$ cat src/rtl/pid_pkg.sv
`default_nettype none
// +----------------------------------------------------------------------+
// | Module   : pid_pkg                                                   |
// | Purpose  : Default widths and gains for pid_term, plus the shared    |
// |            signed saturation helper used by every clamp.             |
// | Revision : 1.0 - initial release                                     |
// +----------------------------------------------------------------------+
package pid_pkg;

  localparam int DEF_ERR_W   = 12;
  localparam int DEF_SAT_W   = 10;
  localparam int DEF_P_COEFF = 3;
  localparam int DEF_D_COEFF = 6;
  localparam int DEF_D_DEPTH = 4;
  localparam int DEF_D_SAT_W = 7;
  localparam int DEF_I_W     = 16;
  localparam int DEF_I_SHIFT = 4;
  localparam int DEF_PID_W   = 14;

  // Clamp a sign-extended 64-bit value into the signed range of out_w bits.
  // Callers keep only the low out_w bits of the result.
  function automatic logic signed [63:0] sat_s(input logic signed [63:0] val,
                                               input int                 out_w);
    logic signed [63:0] hi;
    logic signed [63:0] lo;
    hi = (64'sd1 <<< (out_w - 1)) - 64'sd1;
    lo = -(64'sd1 <<< (out_w - 1));
    if (val > hi) begin
      sat_s = hi;
    end else if (val < lo) begin
      sat_s = lo;
    end else begin
      sat_s = val;
    end
  endfunction

endpackage
`default_nettype wire

$ cat src/rtl/sat_clamp.sv
`default_nettype none
// +----------------------------------------------------------------------+
// | Module   : sat_clamp                                                 |
// | Purpose  : Combinational signed saturator, IN_W bits down to OUT_W.  |
// | Revision : 1.0 - initial release                                     |
// +----------------------------------------------------------------------+
module sat_clamp
  import pid_pkg::*;
#(
  parameter int IN_W  = 16,
  parameter int OUT_W = 8
) (
  input  logic [IN_W-1:0]  d_i,
  output logic [OUT_W-1:0] q_o
);

  // Sign-extend to the helper's width, clamp, keep the low OUT_W bits.
  assign q_o = OUT_W'(sat_s(64'(signed'(d_i)), OUT_W));

endmodule
`default_nettype wire

$ cat src/rtl/pid_term.sv
`default_nettype none
// +----------------------------------------------------------------------+
// | Module   : pid_term                                                  |
// | Purpose  : Three-stage pipelined PID term generator. Saturates the   |
// |            input error, forms P, anti-windup I and N-sample D terms, |
// |            sums and saturates to the PID output width.               |
// | Options  : PID_TERM_DBG_EN adds p_dbg/i_dbg/d_dbg term taps and the  |
// |            sticky int_sat overflow-suppressed flag.                  |
// | Revision : 1.0 - initial release                                     |
// +----------------------------------------------------------------------+
module pid_term
  import pid_pkg::*;
#(
  parameter int ERR_W   = DEF_ERR_W,
  parameter int SAT_W   = DEF_SAT_W,
  parameter int P_COEFF = DEF_P_COEFF,
  parameter int D_COEFF = DEF_D_COEFF,
  parameter int D_DEPTH = DEF_D_DEPTH,
  parameter int D_SAT_W = DEF_D_SAT_W,
  parameter int I_W     = DEF_I_W,
  parameter int I_SHIFT = DEF_I_SHIFT,
  parameter int PID_W   = DEF_PID_W
) (
  input  logic             clk,
  input  logic             rst_n,
  input  logic [ERR_W-1:0] error,
  input  logic             err_vld,
  input  logic             moving,
  input  logic             clr_int,
  output logic [SAT_W-1:0] err_sat,
  output logic [PID_W-1:0] pid,
  output logic             pid_vld
`ifdef PID_TERM_DBG_EN
  ,
  output logic [PID_W-1:0] p_dbg,
  output logic [PID_W-1:0] i_dbg,
  output logic [PID_W-1:0] d_dbg,
  output logic             int_sat
`endif
);

  localparam int P_W  = SAT_W + 4;    // proportional term width
  localparam int DF_W = SAT_W + 1;    // raw derivative difference width
  localparam int D_W  = D_SAT_W + 6;  // derivative term width
  localparam int S_W  = PID_W + 2;    // summation width ahead of the clamp

  localparam logic signed [3:0] P_GAIN = 4'(P_COEFF);
  localparam logic signed [5:0] D_GAIN = 6'(D_COEFF);

  // ---------------- stage 1: input saturation ----------------
  logic [SAT_W-1:0] w_err_clamp;
  logic [SAT_W-1:0] err_sat_q;
  logic             v1_q;
  logic             mov1_q;
  logic             clr1_q;

  sat_clamp #(.IN_W(ERR_W), .OUT_W(SAT_W)) u_in_clamp (
    .d_i (error),
    .q_o (w_err_clamp)
  );

  // Capture the clamped sample; moving/clr_int travel alongside so the
  // integrator acts on them in the same cycle as the matching sample.
  always_ff @(posedge clk or negedge rst_n) begin
    if (!rst_n) begin
      err_sat_q <= '0;
      v1_q      <= 1'b0;
      mov1_q    <= 1'b0;
      clr1_q    <= 1'b0;
    end else begin
      v1_q   <= err_vld;
      mov1_q <= moving;
      clr1_q <= clr_int;
      if (err_vld) begin
        err_sat_q <= w_err_clamp;
      end
    end
  end

  // ---------------- stage 2: P, I, D ----------------
  logic [SAT_W-1:0]         hist_q [D_DEPTH];
  logic signed [I_W-1:0]    integ_q;
  logic signed [I_W-1:0]    integ_d;
  logic signed [P_W-1:0]    p_q;
  logic signed [I_W-1:0]    i_q;
  logic signed [D_W-1:0]    d_q;
  logic                     v2_q;

  logic signed [SAT_W-1:0]  w_es;
  logic signed [SAT_W-1:0]  w_hist_old;
  logic signed [P_W-1:0]    w_p;
  logic [DF_W-1:0]          w_diff;
  logic [D_SAT_W-1:0]       w_dsat;
  logic signed [D_W-1:0]    w_d;
  logic signed [I_W-1:0]    w_iterm;
  logic signed [I_W-1:0]    w_sum;
  logic                     w_ovf;

  assign w_es       = signed'(err_sat_q);
  assign w_hist_old = signed'(hist_q[D_DEPTH-1]);
  assign w_p        = P_W'(w_es) * P_W'(P_GAIN);
  assign w_diff     = DF_W'(w_es) - DF_W'(w_hist_old);

  sat_clamp #(.IN_W(DF_W), .OUT_W(D_SAT_W)) u_d_clamp (
    .d_i (w_diff),
    .q_o (w_dsat)
  );

  assign w_d     = D_W'(signed'(w_dsat)) * D_W'(D_GAIN);
  // The I term always reflects the integrator before this sample's update.
  assign w_iterm = integ_q >>> I_SHIFT;
  assign w_sum   = integ_q + I_W'(w_es);
  // Same-sign operands with a flipped result sign means the add wrapped.
  assign w_ovf   = (integ_q[I_W-1] == w_es[SAT_W-1]) &&
                   (w_sum[I_W-1] != integ_q[I_W-1]);

  // Integrator next state: clear beats accumulate; a wrapping add is dropped.
  always_comb begin
    integ_d = integ_q;
    if (clr1_q) begin
      integ_d = '0;
    end else if (v1_q && mov1_q && !w_ovf) begin
      integ_d = w_sum;
    end
  end

  // Register the three terms and shift the derivative history on each sample.
  always_ff @(posedge clk or negedge rst_n) begin
    if (!rst_n) begin
      p_q     <= '0;
      i_q     <= '0;
      d_q     <= '0;
      v2_q    <= 1'b0;
      integ_q <= '0;
      for (int k = 0; k < D_DEPTH; k++) begin
        hist_q[k] <= '0;
      end
    end else begin
      v2_q    <= v1_q;
      integ_q <= integ_d;
      if (v1_q) begin
        p_q       <= w_p;
        i_q       <= w_iterm;
        d_q       <= w_d;
        hist_q[0] <= err_sat_q;
        for (int k = 1; k < D_DEPTH; k++) begin
          hist_q[k] <= hist_q[k-1];
        end
      end
    end
  end

  // ---------------- stage 3: sum and output clamp ----------------
  logic signed [S_W-1:0] w_total;
  logic [PID_W-1:0]      w_pid_clamp;
  logic [PID_W-1:0]      pid_q;
  logic                  pid_vld_q;

  assign w_total = S_W'(p_q) + S_W'(i_q) + S_W'(d_q);

  sat_clamp #(.IN_W(S_W), .OUT_W(PID_W)) u_out_clamp (
    .d_i (w_total),
    .q_o (w_pid_clamp)
  );

  // Publish the saturated sum; pid holds between valid strobes.
  always_ff @(posedge clk or negedge rst_n) begin
    if (!rst_n) begin
      pid_q     <= '0;
      pid_vld_q <= 1'b0;
    end else begin
      pid_vld_q <= v2_q;
      if (v2_q) begin
        pid_q <= w_pid_clamp;
      end
    end
  end

  assign err_sat = err_sat_q;
  assign pid     = pid_q;
  assign pid_vld = pid_vld_q;

`ifdef PID_TERM_DBG_EN
  logic int_sat_q;

  // Sticky record of any suppressed integrator overflow, reset by a clear.
  always_ff @(posedge clk or negedge rst_n) begin
    if (!rst_n) begin
      int_sat_q <= 1'b0;
    end else if (clr1_q) begin
      int_sat_q <= 1'b0;
    end else if (v1_q && mov1_q && w_ovf) begin
      int_sat_q <= 1'b1;
    end
  end

  assign p_dbg   = PID_W'(p_q);
  assign i_dbg   = PID_W'(i_q);
  assign d_dbg   = PID_W'(d_q);
  assign int_sat = int_sat_q;
`endif

endmodule
`default_nettype wire
$ cat config.mk
export PLATFORM = sky130hd
export DESIGN_NAME = pid_term
export DESIGN_NICKNAME = d
export VERILOG_FILES = /design/src/rtl/pid_pkg.sv /design/src/rtl/sat_clamp.sv /design/src/rtl/pid_term.sv
export SDC_FILE = /design/constraint.sdc
export NUM_CORES = 1
export LEC_CHECK = 0
export ABC_AREA = 1
export ABC_CLOCK_PERIOD_IN_PS = 8290
export CORE_MARGIN = 2
export CORE_UTILIZATION = 40
export CTS_CLUSTER_SIZE = 8
export DETAILED_ROUTE_END_ITERATION = 8
export GPL_ROUTABILITY_DRIVEN = 0
export SETUP_SLACK_MARGIN = 0.5
export SYNTH_ARGS = -nofsm -noshare
export SYNTH_HDL_FRONTEND = slang
export SYNTH_SLANG_ARGS = --single-unit
$ cat constraint.sdc
create_clock -name clk -period 8.29 [get_ports clk]
set_input_delay 2.0725 -clock clk [delete_from_list [all_inputs] [get_ports clk]]
set_output_delay 2.0725 -clock clk [all_outputs]
set_load 0.005 [all_outputs]
==> impl_metrics.yaml, run 1 <==
run_status:
  status: "finished clean"
clock_network:
  clockBufferDepth: 2
  numClockSinks: 119
  ctsResizeCount: 0
  cts-buffers-inserted: 17
  path_clk_slew_ns: 0.06
  postCtsHoldBufs: 0
  ctsHtreeMaxLevel: 4
  worstSkewPairLatency_ns: 0.42
  postCtsSetupRepairBufs: 0
  cts_tree: "done"
  clock-root-buffer: "clkbuf_16"
floorplan:
  initial_core_util_pct: 40.8
  die_h_um: 142
  coreArea_mm2: 0.0187
  die_area_mm2: 0.0202
  die_w_um: 142
  rows: 50
  num_io_pins: 42
critical_path:
  crit_top_cell: "nand2_1"
  cp.buffers_inverters: 4
  cp_data_required_time_ns: 8.57
  crit-reg2reg-launch: "err_sat[9]"
  arrival_ns: 4.42
  crit_path_max_incr_delay_ns: 0.78
  start_kind: "register"
  slowest_stage: "dfrtp_1"
  cp-end-kind: "register"
  r2r_cells: 23
  crit_chain: "ha_1 > a21oi_1 > o21a_1 > nand3_1 > nand2_1 > nand2_1 > inv_1 > nand2_1 > inv_1 > o21ai_0 > ha_1 > ha_1 > inv_1 > fa_1 > inv_1 > nand2_1 > nand2_1 > a21oi_1 > or2_2 > nand2_1 > nand2_1 > nand2_1 > a31oi_1"
  r2r-end: "d_q[9]"
  r2r_slack_ns: 4.15
  worst-setup-path-type: "reg -> reg"
  cp_max_fo: 15
  crit_family: "adder cells"
hold_path:
  hold_end: "hist_q[27]"
  worstHoldPathCells: 2
  min_from: "hist_q[27]"
  hold_path_class: "reg -> reg"
route:
  ant_nets: 0
  route.detailed.drc: 0
  route.vias.total: 6329
  viasPerCell: 5.03
  drt_wl_total_um: 17800
  firstDrtPassIters: 5
  wire_per_inst_um: 14.2
  drtIter0Drc: 333
logic_synthesis:
  synth_ff_type: "dfrtp_1"
  syn_nets: 1076
  ys.warnings.count: 0
  yosys.area.top_type: "dfrtp_1"
  synth-seq-area-share_pct: 39.0
  ys_seq_elements: 119
  yosysUniqueCellTypes: 36
  synth-edff-count: 0
  synthArstFlopShare_pct: 100
  netlist.area_leader.share_pct: 39.0
  avgSynthCellArea_um2: 7.85
  synth_area_leaders: "dfrtp_1 (39%), nand2_1 (16%), ha_1 (11%)"
  synthesis.area_mm2: 0.00764
  syn_inst: 973
timing:
  setup_viol: 0
  max_slew.worst_pin.slew_ns: 0.806
  drv_slew: 0
  period_share_pct: 50.0
  period_minus_slack_ns: 4.14
  hold_violations: 0
  slew_headroom_pct: 46.3
  rsz0062_at_grt: "no"
  finClkSkew_ns: 0.00886
  max_freq_mhz: 241
  setup_tns_ns: 0
global_route:
  grt_max_degree: 77
  antenna_found_initial: 0
  grt_pass1_wl_um: 30400
  grt_overflow_total: 0
  first_global_vias: 6087
  grt_use_total_pct: 19.0
placed_design:
  port_buffers: 41
  place_area_mm2: 0.00825
  dp_hpwl_um: 13100
power:
  p_leak_nw: 4.56
  p_per_area_mw_per_mm2: 390
  peakVddDrop_uv: 154
  power_mw: 3.46
finish:
  stdcell_area_mm2: 0.00887
  utilization_pct: 47.4
  syn_to_final_growth_pct: 16.2
  drive_gt1_share_pct: 5.76
  nets: 1115
  diodes: 0
run:
  max_cap_viol_count: 0
## worst max-delay path by stage
stage | startpoint | endpoint | slack [ns] | cells after the start
2_1_floorplan | err_sat[0] | d_q[9] | 4.72 | 27
3_3_place_gp | err_sat[9] | d_q[9] | 4.34 | 23
4_1_cts | err_sat[9] | d_q[9] | 4.18 | 23
5_1_grt | err_sat[9] | d_q[9] | 3.76 | 23
6_report | err_sat[9] | d_q[9] | 4.15 | 23
3_5_place_dp | err_sat[9] | d_q[9] | 4.21 | 23
## cells by family (layout without fill, tap and decap cells)
group,after synthesis,count (layout),synth area share (%)
compound gates,140,140,10.3
xor+xnor,21,21,2.41
fa+ha+maj,86,86,15.8
buf+inv,112,164,5.75
flops,119,119,39.0
mux,1,1,0.147
simple gates,494,494,26.6
## worst register-to-register path: cells and delay by family, from the launching register on
kind / cells / cell delay [ns]
AOI/OAI and AO/OA: 5 / 0.57
adders and majority gates: 4 / 1.22
buffers and inverters: 4 / 0.44
DFF: 1 / 0.78
and+or+nand+nor: 10 / 0.97
## stage by stage
| step | hold slack (ns) | worst slack (ns) | std cells |
|---|---|---|---|
| 3_5_place_dp | 0.459 | 4.21 | 1227 |
| 6_report | 0.467 | 4.15 | 1259 |
| 2_1_floorplan | 0.352 | 4.72 | 973 |
| 3_3_place_gp | 0.455 | 4.34 | 1227 |
| 5_1_grt | 0.493 | 3.76 | 1259 |
| 4_1_cts | 0.470 | 4.18 | 1259 |
## layout make-up
| type | instances | area [um^2] |
|---|---|---|
| Clock inverter | 15 | 193 |
| Sequential cell | 119 | 2980 |
| Fill cell | 1859 | 9830 |
| Clock buffer | 17 | 425 |
| Multi-Input combinational cell | 742 | 4220 |
| Timing Repair Buffer | 44 | 430 |
| Inverter | 88 | 330 |
| Tap cell | 234 | 293 |
## power by group
part           switching [mW]  internal (mW)
logic                    1.08          0.738
clock network           0.296          0.480
registers               0.129          0.738
total                    1.51           1.96
## state kept, by name, summed over array words and instances, names as in the netlist, 10 cells and up
register / flops
hist_q: 30
integ_q: 16
pid: 14
i_q: 12
p_q: 12
d_q: 10
err_sat: 10
w_hist_old: 10
## cell usage after synthesis, drive strengths merged, types with 4 or more instances
cell / count
nand2: 332
dfrtp: 119
inv: 88
nor2: 71
ha: 69
nand3: 68
a21oi: 55
o21ai: 54
fa: 17
clkbuf: 16
xnor2: 12
nand4: 10
o22ai: 9
xor2: 9
buf: 8
a31oi: 7
o21bai: 5
or2: 5
a21o: 4
nand3b: 4
## layer usage
| layer | vias to the layer above | GRT usage [%] | share of wire [%] |
|---|---|---|---|
| met5 | - | 0 | 0 |
| met4 | 0 | 6.47 | 1.6 |
| met3 | 22 | 2.69 | 2.5 |
| met2 | 78 | 30.1 | 46 |
| met1 | 2966 | 26.8 | 50 |
| li1 | 3263 | - | - |
## cell usage in the layout (no fill, tap or decap), types with 3 or more instances in the layout
cell type	synthesis	final
o21ai_0	53	53
xnor2_1	12	12
xor2_1	9	9
nand2_2	4	4
nand3b_1	4	4
a21oi_2	4	4
nor2_1	68	68
clkbuf_16	0	17
bufinv_16	0	3
nand3_1	68	68
a31oi_1	7	7
o21bai_1	5	5
dfrtp_1	119	118
inv_6	0	6
nand2_1	326	326
a21o_1	4	4
o22ai_1	9	9
clkdlybuf4s50_1	0	40
clkinv_4	0	4
a21oi_1	50	50
or2_2	5	5
fa_1	17	17
ha_1	69	69
inv_1	88	87
buf_4	1	4
nand4_1	10	10
nor2_2	3	3
(Power assumes the default switching activity.)
==> run 2: changes to the inputs <==
Settings changed: ABC_CLOCK_PERIOD_IN_PS 8290 to 4300.
Clock period 8.29 ns to 4.3 ns, I/O delays scaled along.
==> run 2 against run 1 <==
Net effect:
- clock power rose by 83%
- clock skew increased by 0.0032 ns
- highest routed layer unchanged
- critical endpoint unchanged
- sequential share of layout area shrank 0.72 points
- critical path type unchanged
- global-route usage rose by 0.23 points
- power grew 94%
- die area unchanged
- hold slack improved by 0.0027 ns
- non-clock buffer count up 14
- clock-buffer cell count up 6
==> impl_metrics.yaml, run 2 (synthesized netlist as in run 1, its figures left out) <==
timing:
  period_minus_slack_ns: 3.59
  setup_tns_ns: 0
  finClkSkew_ns: 0.0120
  setup_ws_ns: 0.709
  drv_slew: 0
  hold_violations: 0
  max_slew.worst_pin.slew_ns: 0.809
  whs_ns: 0.470
  setup_viol: 0
  max_freq_mhz: 279
  rsz0062_at_grt: "yes"
  period_share_pct: 83.5
  slew_headroom_pct: 46.0
finish:
  syn_to_final_growth_pct: 19.0
  largest_reg_flops: 30
  n_fill_cell: 1815
  regMostFlops: "hist_q"
  mostFrequentLayoutCells: "nand2_1 (320), dfrtp_1 (113), inv_1 (83)"
  utilization_pct: 48.6
  drive_gt1_share_pct: 9.34
  nets: 1129
  final_common_cell: "nand2_1"
  fin_cells: 1272
  diodes: 0
  stdcell_area_mm2: 0.00909
hold_path:
  min_from: "hist_q[17]"
  hold_path_class: "reg -> reg"
critical_path:
  crit-reg2reg-launch: "err_sat[0]"
  arrival_ns: 3.87
  start_kind: "register"
  worst-setup-path-type: "reg -> reg"
  critical_path.startpoint: "err_sat[0]"
  cp-end-kind: "register"
  cp_data_required_time_ns: 4.58
  cp_max_fo: 5
clock_network:
  path_clk_slew_ns: 0.06
  numClockSinks: 119
  clock-root-buffer: "clkbuf_16"
  ctsHtreeMaxLevel: 4
  postCtsHoldBufs: 0
  worstSkewPairLatency_ns: 0.42
  cts_tree: "done"
  clockBufferDepth: 2
  cts-buffers-inserted: 17
placed_design:
  place_area_mm2: 0.00830
  numPlacedInstances: 1231
  port_buffers: 41
  dp_hpwl_um: 13100
  dp_slack_ns: 0.348
floorplan:
  num_io_pins: 42
  die_area_mm2: 0.0202
  coreArea_mm2: 0.0187
  die_h_um: 142
  rows: 50
  initial_core_util_pct: 40.8
  die_w_um: 142
route:
  wl_met1_um: 8910
  route.detailed.drc: 0
  routed.top_layer: "met4"
  wire_per_inst_um: 14.2
  drt_wl_total_um: 18100
  viasPerCell: 4.96
  route.vias.total: 6310
  route.met3.wl_um: 779
  ant_nets: 0
  drtIter0Drc: 329
  firstDrtPassIters: 5
  wl_met2_um: 8190
power:
  power_mw: 6.72
  switching_power_mw: 2.87
  p_per_area_mw_per_mm2: 739
  power_frac_seq_pct: 24.8
  p_leak_nw: 4.62
  peakVddDrop_uv: 381
  combinationalPowerShare_pct: 54.0
  p_sw_share_pct: 42.8
  p_int_mw: 3.84
  p_clk_share_pct: 21.2
run:
  max_cap_viol_count: 0
global_route:
  grt_overflow_total: 0
  first_global_vias: 6079
  antenna_found_initial: 0
  grt_max_degree: 89
  grt_pass1_wl_um: 30400
  grt_use_total_pct: 19.2
run_status:
  status: "finished clean"
[run 2: cell types whose count changed in the layout (fill, tap and decap cells not counted), moves of 3 or more]
cell	change
clkinv_4	-3
ha_4	+6
inv_1	-4
dfrtp_1	-5
buf_4	+13
inv_2	+3
o21ai_0	-3
ha_1	-8
inv_6	-6
dfrtp_2	+5
nand2_1	-6
clkbuf_1	+5
nand2_2	+6
[run 2: final cells by class]
| type | count | area (um^2) | share of cell area (%) |
|---|---|---|---|
| clock inverters | 8 | 124 | 1.36 |
| repair buffers | 58 | 548 | 6.03 |
| inverters | 88 | 333 | 3.66 |
| multi-input cells | 742 | 4350 | 47.8 |
| flip-flops and latches | 119 | 2990 | 32.9 |
| clock buffers | 23 | 458 | 5.04 |
| well taps | 234 | 293 | 3.22 |
[run 2: repair_timing]
item	in CTS	in global routing
setup endpoints to repair	2	4
pin swaps	0	5
gates resized for setup	9	26
buffers inserted	0	10
[run 2: worst paths after layout]
kind                               to  slack [ns]  cells after the start
min in group asynchronous  hist_q[33]        0.59                      1
max in group asynchronous      d_q[6]        2.90                      2
hold / removal             hist_q[17]        0.47                      2
hold reg to reg            hist_q[17]        0.47                      2
setup reg to reg               d_q[9]        0.71                     27
setup / recovery               d_q[9]        0.71                     27
[run 2: layer usage]
layer | vias to the layer above | global-route usage [%]
li1 | 3289 | -
met1 | 2875 | 26.9
met2 | 130 | 29.8
met3 | 16 | 4.44
met4 | 0 | 5.63
met5 | - | 0
[run 2: worst max-delay path: stages, from the launching register on]
cell      delay, ns
dfrtp_1        0.38
inv_2          0.07
ha_2           0.16
inv_2          0.05
fa_2           0.40
nand3_2        0.10
nand3_2        0.08
nand2_2        0.08
nand3b_1       0.08
nand2_1        0.08
inv_1          0.04
nand2_1        0.07
nand2_2        0.09
inv_4          0.08
o21ai_2        0.06
ha_1           0.28
ha_2           0.17
inv_1          0.05
fa_1           0.36
inv_1          0.08
nand2_1        0.07
nand2_1        0.06
a21oi_1        0.07
or2_4          0.23
nand2_2        0.07
nand2_1        0.05
nand2_1        0.06
a31oi_1        0.07
[run 2: power by group through the flow]
stage / Clock [mW] / Sequential, mW / Combinational, mW
finish: 1.42 / 1.66 / 3.63
global route: 1.51 / 1.71 / 4.21
CTS: 1.46 / 1.67 / 3.54
detailed placement: 0 / 1.69 / 3.52
global placement: 0 / 1.68 / 3.49
floorplan: 0 / 1.62 / 2.68
